`config.mk`:
```
export PLATFORM = sky130hd
export DESIGN_NAME = round_robin_arbiter
export DESIGN_NICKNAME = d
export VERILOG_FILES = /design/src/rtl/round_robin_arbiter.sv
export SDC_FILE = /design/constraint.sdc
export NUM_CORES = 1
export LEC_CHECK = 0
export CORE_MARGIN = 2
export CORE_UTILIZATION = 40
export DETAILED_ROUTE_END_ITERATION = 6
export MAX_ROUTING_LAYER = met4
export PLACE_DENSITY = 0.64
export SLEW_MARGIN = 25
export SYNTH_ARGS = -nofsm -noshare
export SYNTH_HDL_FRONTEND = slang
export SYNTH_SLANG_ARGS = --single-unit
```
`constraint.sdc`:
```
create_clock -name clk -period 3.12 [get_ports clk]
set_clock_uncertainty 0.1 [all_clocks]
set_input_delay 0.624 -clock clk [delete_from_list [all_inputs] [get_ports clk]]
set_output_delay 0.624 -clock clk [all_outputs]
set_load 0.03 [all_outputs]
```
`src/rtl/round_robin_arbiter.sv`:
```
// round_robin_arbiter: rotating-priority one-hot arbiter with registered, held grants.
// Optional grant timeout is built when ARB_TIMEOUT_EN is defined.
module round_robin_arbiter #(
  parameter int NREQ = 4,
  parameter int MAX_HOLD = 8,
  localparam int IW = $clog2(NREQ)
) (
  input  logic            clk,
  input  logic            reset,
  input  logic [NREQ-1:0] req,
  input  logic            done,
  output logic [NREQ-1:0] grant,
  output logic [IW-1:0]   grant_id,
  output logic            busy,
  output logic            timeout
);
  typedef enum logic {S_IDLE, S_GRANT} state_t;
  state_t r_state;
  logic [NREQ-1:0] r_ptr;
  logic [2*NREQ-1:0] w_dbl, w_sel;
  logic [NREQ-1:0] w_win;
  logic [IW-1:0] w_idx;
  logic w_rel, w_to;
  // isolate the first request at or above ptr, wrapping through the upper copy
  assign w_dbl = {req, req};
  assign w_sel = w_dbl & ~(w_dbl - {{NREQ{1'b0}}, r_ptr});
  assign w_win = w_sel[NREQ-1:0] | w_sel[2*NREQ-1:NREQ];
  assign w_rel = done | ~|(req & grant);
  always_comb begin
    w_idx = '0;
    for (int i = 0; i < NREQ; i++) w_idx = w_win[i] ? IW'(i) : w_idx;
  end
`ifdef ARB_TIMEOUT_EN
  localparam int CW = $clog2(MAX_HOLD) + 1;
  logic [CW-1:0] r_cnt;
  assign w_to = r_state == S_GRANT && r_cnt == CW'(MAX_HOLD - 1);
  always_ff @(posedge clk) begin
    if (reset || r_state == S_IDLE) r_cnt <= '0;
    else if (r_cnt != {CW{1'b1}}) r_cnt <= r_cnt + 1'b1;
  end
`else
  assign w_to = 1'b0;
`endif
  always_ff @(posedge clk) begin
    if (reset) begin
      r_state  <= S_IDLE;
      r_ptr    <= NREQ'(1);
      grant    <= '0;
      grant_id <= '0;
      busy     <= 1'b0;
      timeout  <= 1'b0;
    end else begin
      timeout <= 1'b0;
      if (r_state == S_IDLE) begin
        if (|req) begin
          r_state  <= S_GRANT;
          r_ptr    <= {w_win[NREQ-2:0], w_win[NREQ-1]};
          grant    <= w_win;
          grant_id <= w_idx;
          busy     <= 1'b1;
        end
      end else if (w_rel || w_to) begin
        r_state  <= S_IDLE;
        grant    <= '0;
        grant_id <= '0;
        busy     <= 1'b0;
        timeout  <= ~w_rel;
      end
    end
  end
endmodule
```
# ---- Word level (Yosys, flattened, before mapping)
# Cells that the tools add are included.
dict set report totals {
  mem_bits_rw 0
  ff_bits 13
  rom_bits 0
  wordCells 37
  mem_count 0
  output_inout_bits 8
  latchBits 0
  inputBits 7
}
dict set report classes {
  n_addsub 1
  n_reduce_logical 7
  n_div 0
  shifts 0
  magnitude_cmp 0
  n_mux 15
  n_eq_ne 1
  bitwise 7
  multipliers 0
}
# op n
set ops {}
lappend ops {{$mux W4} 3}
lappend ops {{$mux W2} 5}
lappend ops {{$and A8 B8 Y8} 1}
lappend ops {{$not A8 Y8} 1}
lappend ops {{$reduce_or A4 Y1} 2}
lappend ops {{$sub A8 B4 Y8} 1}
lappend ops {{$mux W1} 7}
lappend ops {{$and A4 B4 Y4} 1}
lappend ops {{$or A4 B4 Y4} 1}
lappend ops {{$reduce_and A2 Y1} 2}
lappend ops {{$reduce_or A3 Y1} 1}
lappend ops {{$ne A2 B1 Y1 const B} 1}
lappend ops {{$not A1 Y1} 2}
lappend ops {{$reduce_bool A2 Y1} 1}
lappend ops {{$logic_not A1 Y1} 1}
lappend ops {{$or A1 B1 Y1} 1}

# ---- Logic depth before layout (Yosys ltp)
dict set report logic_depth {
  ltp_word 9
  ltp_mapped 7
  mapped_depth_nobuf 7
}

# ---- Worst setup path before layout
# Ideal clock, no wire load.
dict set report synth_timing {
  path_kind {input to register}
  startpoint {input req[1]}
  endpoint {register grant_id[0]}
  setup_slack_ns 0.839
  arrival_ns 2.107
  t_required_ns 2.946
  cell_stages 6
  setup_ns 0.074
  path_buffers 0
  path_cell_list {inv_1 -> fa_1 -> nor2b_1 -> a2111o_1 -> or3b_1 -> o211ai_2}
}
dict set report synth_between {
  elab_chain_len 9
  word_cells_on_any_way 17
  cone_classes {add/sub: 1; eq/ne: 1; mux: 5; bitwise: 5; reduce/logical: 5}
}
# element line
set synth_lines {}
lappend synth_lines {{start: declaration} 10} ;# input logic [NREQ-1:0] req,
lappend synth_lines {{$sub A8 B4 Y8} 26} ;# assign w_sel = w_dbl & ~(w_dbl - {{NREQ{1'b0}}, r_ptr});
lappend synth_lines {{$not A8 Y8} 26}
lappend synth_lines {{$and A8 B8 Y8} 26}
lappend synth_lines {{$or A4 B4 Y4} 27} ;# assign w_win = w_sel[NREQ-1:0] | w_sel[2*NREQ-1:NREQ];
lappend synth_lines {{$mux W1} 31} ;# for (int i = 0; i < NREQ; i++) w_idx = w_win[i] ? IW'(i) : w_idx;
lappend synth_lines {{$mux W2 (2 in a row)} 31}
lappend synth_lines {{$mux W2} 55} ;# if (|req) begin
lappend synth_lines {{$mux W2} 54} ;# if (r_state == S_IDLE) begin
lappend synth_lines {{end signal: assignment} 59} ;# grant_id <= w_idx;
lappend synth_lines {{end: declaration} 13} ;# output logic [IW-1:0] grant_id,
# Several ways; a longest one is shown, not always the timed one. The select of a mux whose other input is x is not followed.
# A chain may end at the register's enable or synchronous reset.

# ---- Worst setup path in the final report
# Same ends and word-level chain as after synthesis.

==> impl_metrics.json <==
{
  "core_area_sq_um": 1510,
  "synth_xor_xnor_area_share": 0.0273,
  "maxCapViolations": 0,
  "synth_cells": 73,
  "grt_setup_unrepaired": "no",
  "fmaxAchievable_mhz": 385,
  "cp_data_required_time_ns": 3.22,
  "critical_path_peak_fanout": 3,
  "hold_slack_ns": 0.363,
  "tritoncts": "built",
  "tns_ns": 0,
  "synth_top_family_by_area": "compound AO/OA/AOI/OAI gates",
  "cts_hold_buf": 0,
  "firstDrtPassIters": 4,
  "worst_r2r_startpoint": "r_ptr[0]",
  "reg2reg_depth": 6,
  "synth_sequential_area_ratio": 0.406,
  "synth_area_sq_um": 641,
  "global_route_wire_length_before_repair_microns": 2560,
  "layout_common_cells": "clkdlybuf4s50_1 (14), dfxtp_1 (13), nand2_1 (12)",
  "synth.distinct_cells": 29,
  "status": "completed",
  "final-hold-violation-count": 0,
  "period_needed_ns": 2.60,
  "flow.area_growth_from_synthesis_pct": 30.9,
  "filler_cell_count": 144,
  "crit_path_start_kind": "primary input",
  "regToRegEndpoint": "grant_id[0]",
  "setup.worst_path.class": "in2reg",
  "yosys_warnings": 0,
  "totalPowerFinal_mw": 0.424,
  "die_width_microns": 44.0,
  "post_cts_resize_count": 0,
  "timing.hold.worst.class": "reg2reg",
  "grt_antenna_before_repair": 0,
  "drt_first_iter_violations": 10,
  "floorplan.rows": 14,
  "post_dp_hpwl_microns": 1140,
  "synth_compound_gate_area_share": 0.268,
  "cp-end-kind": "flop",
  "finalWirelength_microns": 1540,
  "r2r_setup_slack_ns": 0.97,
  "via_count": 599,
  "route.antenna.remaining_nets": 0,
  "die_y_microns": 44.0,
  "diodes": 0,
  "start_util": 0.425,
  "grt_start_max_net_pins": 15,
  "setup_viol": 0,
  "overall_die_area_sq_um": 1940,
  "clkSinkCount": 13,
  "cts_buffers": 3,
  "routedWlPerCell_microns": 14.2,
  "via_per_inst": 5.55,
  "clock_transition_at_the_registers_of_the_reported_paths_ns": 0.08,
  "final.period_utilization": 0.832,
  "port_buffers": 14,
  "finalWeightedCongestion": 0.898,
  "p_leak_nw": 0.318,
  "grt.total_usage": 0.183,
  "hold_path_depth": 2,
  "mostFrequentLayoutCell": "clkdlybuf4s50_1",
  "yosys.area_share.simple": 0.162,
  "fin_nets": 104,
  "postSynthAreaPerCell_sq_um": 8.78,
  "h-tree-depth": 1,
  "cp.arrival_ns": 2.70,
  "clock_path_buffers": 2,
  "final_max_slew_viol_count": 0,
  "synth_net_count": 84,
  "hold-path-endpoint": "busy",
  "clkLatencyLatePin_ns": 0.27,
  "synth_fa_ha_area_frac": 0.0898,
  "grt_remaining_overflow": 0,
  "cellPowerDensity_nw_per_um2": 506,
  "post-route-drc-count": 0,
  "ioPinCount": 15,
  "grt_pass1_vias": 580,
  "clockRootBuffer": "clkbuf_4",
  "worst_hold_startpoint": "busy",
  "post_cts_buffers": 0,
  "power.ir.vdd_worst_v": 0.000266,
  "fraction_of_final_layout_cells_with_drive_strength_greater_than_1": 0.109,
  "synth.ff_latch_count": 13,
  "mux_contribution_to_synthesized_area": 0
}
==> synth_stat cells <==
cell / number / area share
a21oi_1: 11 / 0.086
nor2_1: 2 / 0.012
a31oi_1: 1 / 0.0098
a21oi_2: 1 / 0.014
dfxtp_1: 13 / 0.41
inv_1: 6 / 0.035
o211ai_1: 2 / 0.023
a2111o_1: 1 / 0.018
a2111oi_0: 1 / 0.014
or4_1: 1 / 0.012
clkbuf_1: 1 / 0.0059
nor2b_2: 1 / 0.014
a21o_1: 1 / 0.012
nor2b_1: 1 / 0.0098
o211ai_2: 1 / 0.020
nor4_1: 1 / 0.0098
a211o_1: 1 / 0.014
o21ai_2: 2 / 0.027
a22oi_1: 2 / 0.023
o21ai_0: 1 / 0.0078
ha_1: 3 / 0.059
xnor2_1: 1 / 0.014
conb_1: 1 / 0.0059
nand2b_1: 1 / 0.0098
nand2_1: 12 / 0.070
or3b_1: 1 / 0.014
nand3b_1: 1 / 0.012
xor2_1: 1 / 0.014
fa_1: 1 / 0.031
==> worst max-delay path by stage <==
stage,start,endpoint,depth (start not counted)
6_report,req[1],grant_id[0],7
4_1_cts,req[1],grant_id[0],7
5_1_grt,req[1],grant_id[0],7
2_1_floorplan,req[1],grant_id[0],6
3_3_place_gp,req[1],grant_id[0],7
3_5_place_dp,req[1],grant_id[0],7
==> power breakdown <==
group          switching, mW  internal [mW]
Clock                 0.0528         0.0495
Combinational         0.0715         0.0564
Sequential            0.0116          0.182
Total                  0.136          0.288
==> cell families (layout without fill, tap and decap cells) <==
| logic type | after synthesis | in the layout |
|---|---|---|
| adders and majority gates | 4 | 4 |
| buffers and inverters | 7 | 26 |
| other | 1 | 1 |
| AOI/OAI and AO/OA | 25 | 25 |
| xor gates and xnor gates | 2 | 2 |
| DFF | 13 | 13 |
| and+or+nand+nor | 21 | 21 |
==> per-layer routing <==
metal | GRT usage | up-vias | part of all wire
li1 | - | 297 | -
met1 | 0.252 | 280 | 0.50
met2 | 0.274 | 18 | 0.45
met3 | 0.0245 | 4 | 0.040
met4 | 0.0727 | 0 | 0.0098
met5 | - | - | 0
==> layout make-up <==
class	instances	area, sq um	share of cell area
flip-flops and latches	13	260	0.310
inverters	6	22.5	0.0269
multi-input cells	53	354	0.422
well taps	16	20.0	0.0239
clock buffers	4	26.3	0.0313
repair buffers	16	155	0.185
==> flip-flops by register name (all words and copies together), names as in the netlist <==
name,cells
busy,1
timeout,1
r_ptr,4
grant,4
grant_id,2
r_state,1
==> critical path, cell delays in order <==
cell,delay (ns)
clkdlybuf4s50_1,0.48
inv_1,0.08
fa_1,0.56
nor2b_1,0.05
a2111o_1,0.43
or3b_1,0.38
o211ai_2,0.08
==> metrics by stage <==
stage / worst slack, ns / util / area (sq um) / cells
6_report: 0.523 / 0.556 / 838 / 108
5_1_grt: 0.455 / 0.556 / 838 / 108
4_1_cts: 0.529 / 0.556 / 838 / 108
3_5_place_dp: 0.246 / 0.539 / 812 / 104
3_3_place_gp: 0.308 / 0.539 / 812 / 104
2_1_floorplan: 0.839 / - / 641 / 73
Power figures use the tool's default switching activity.
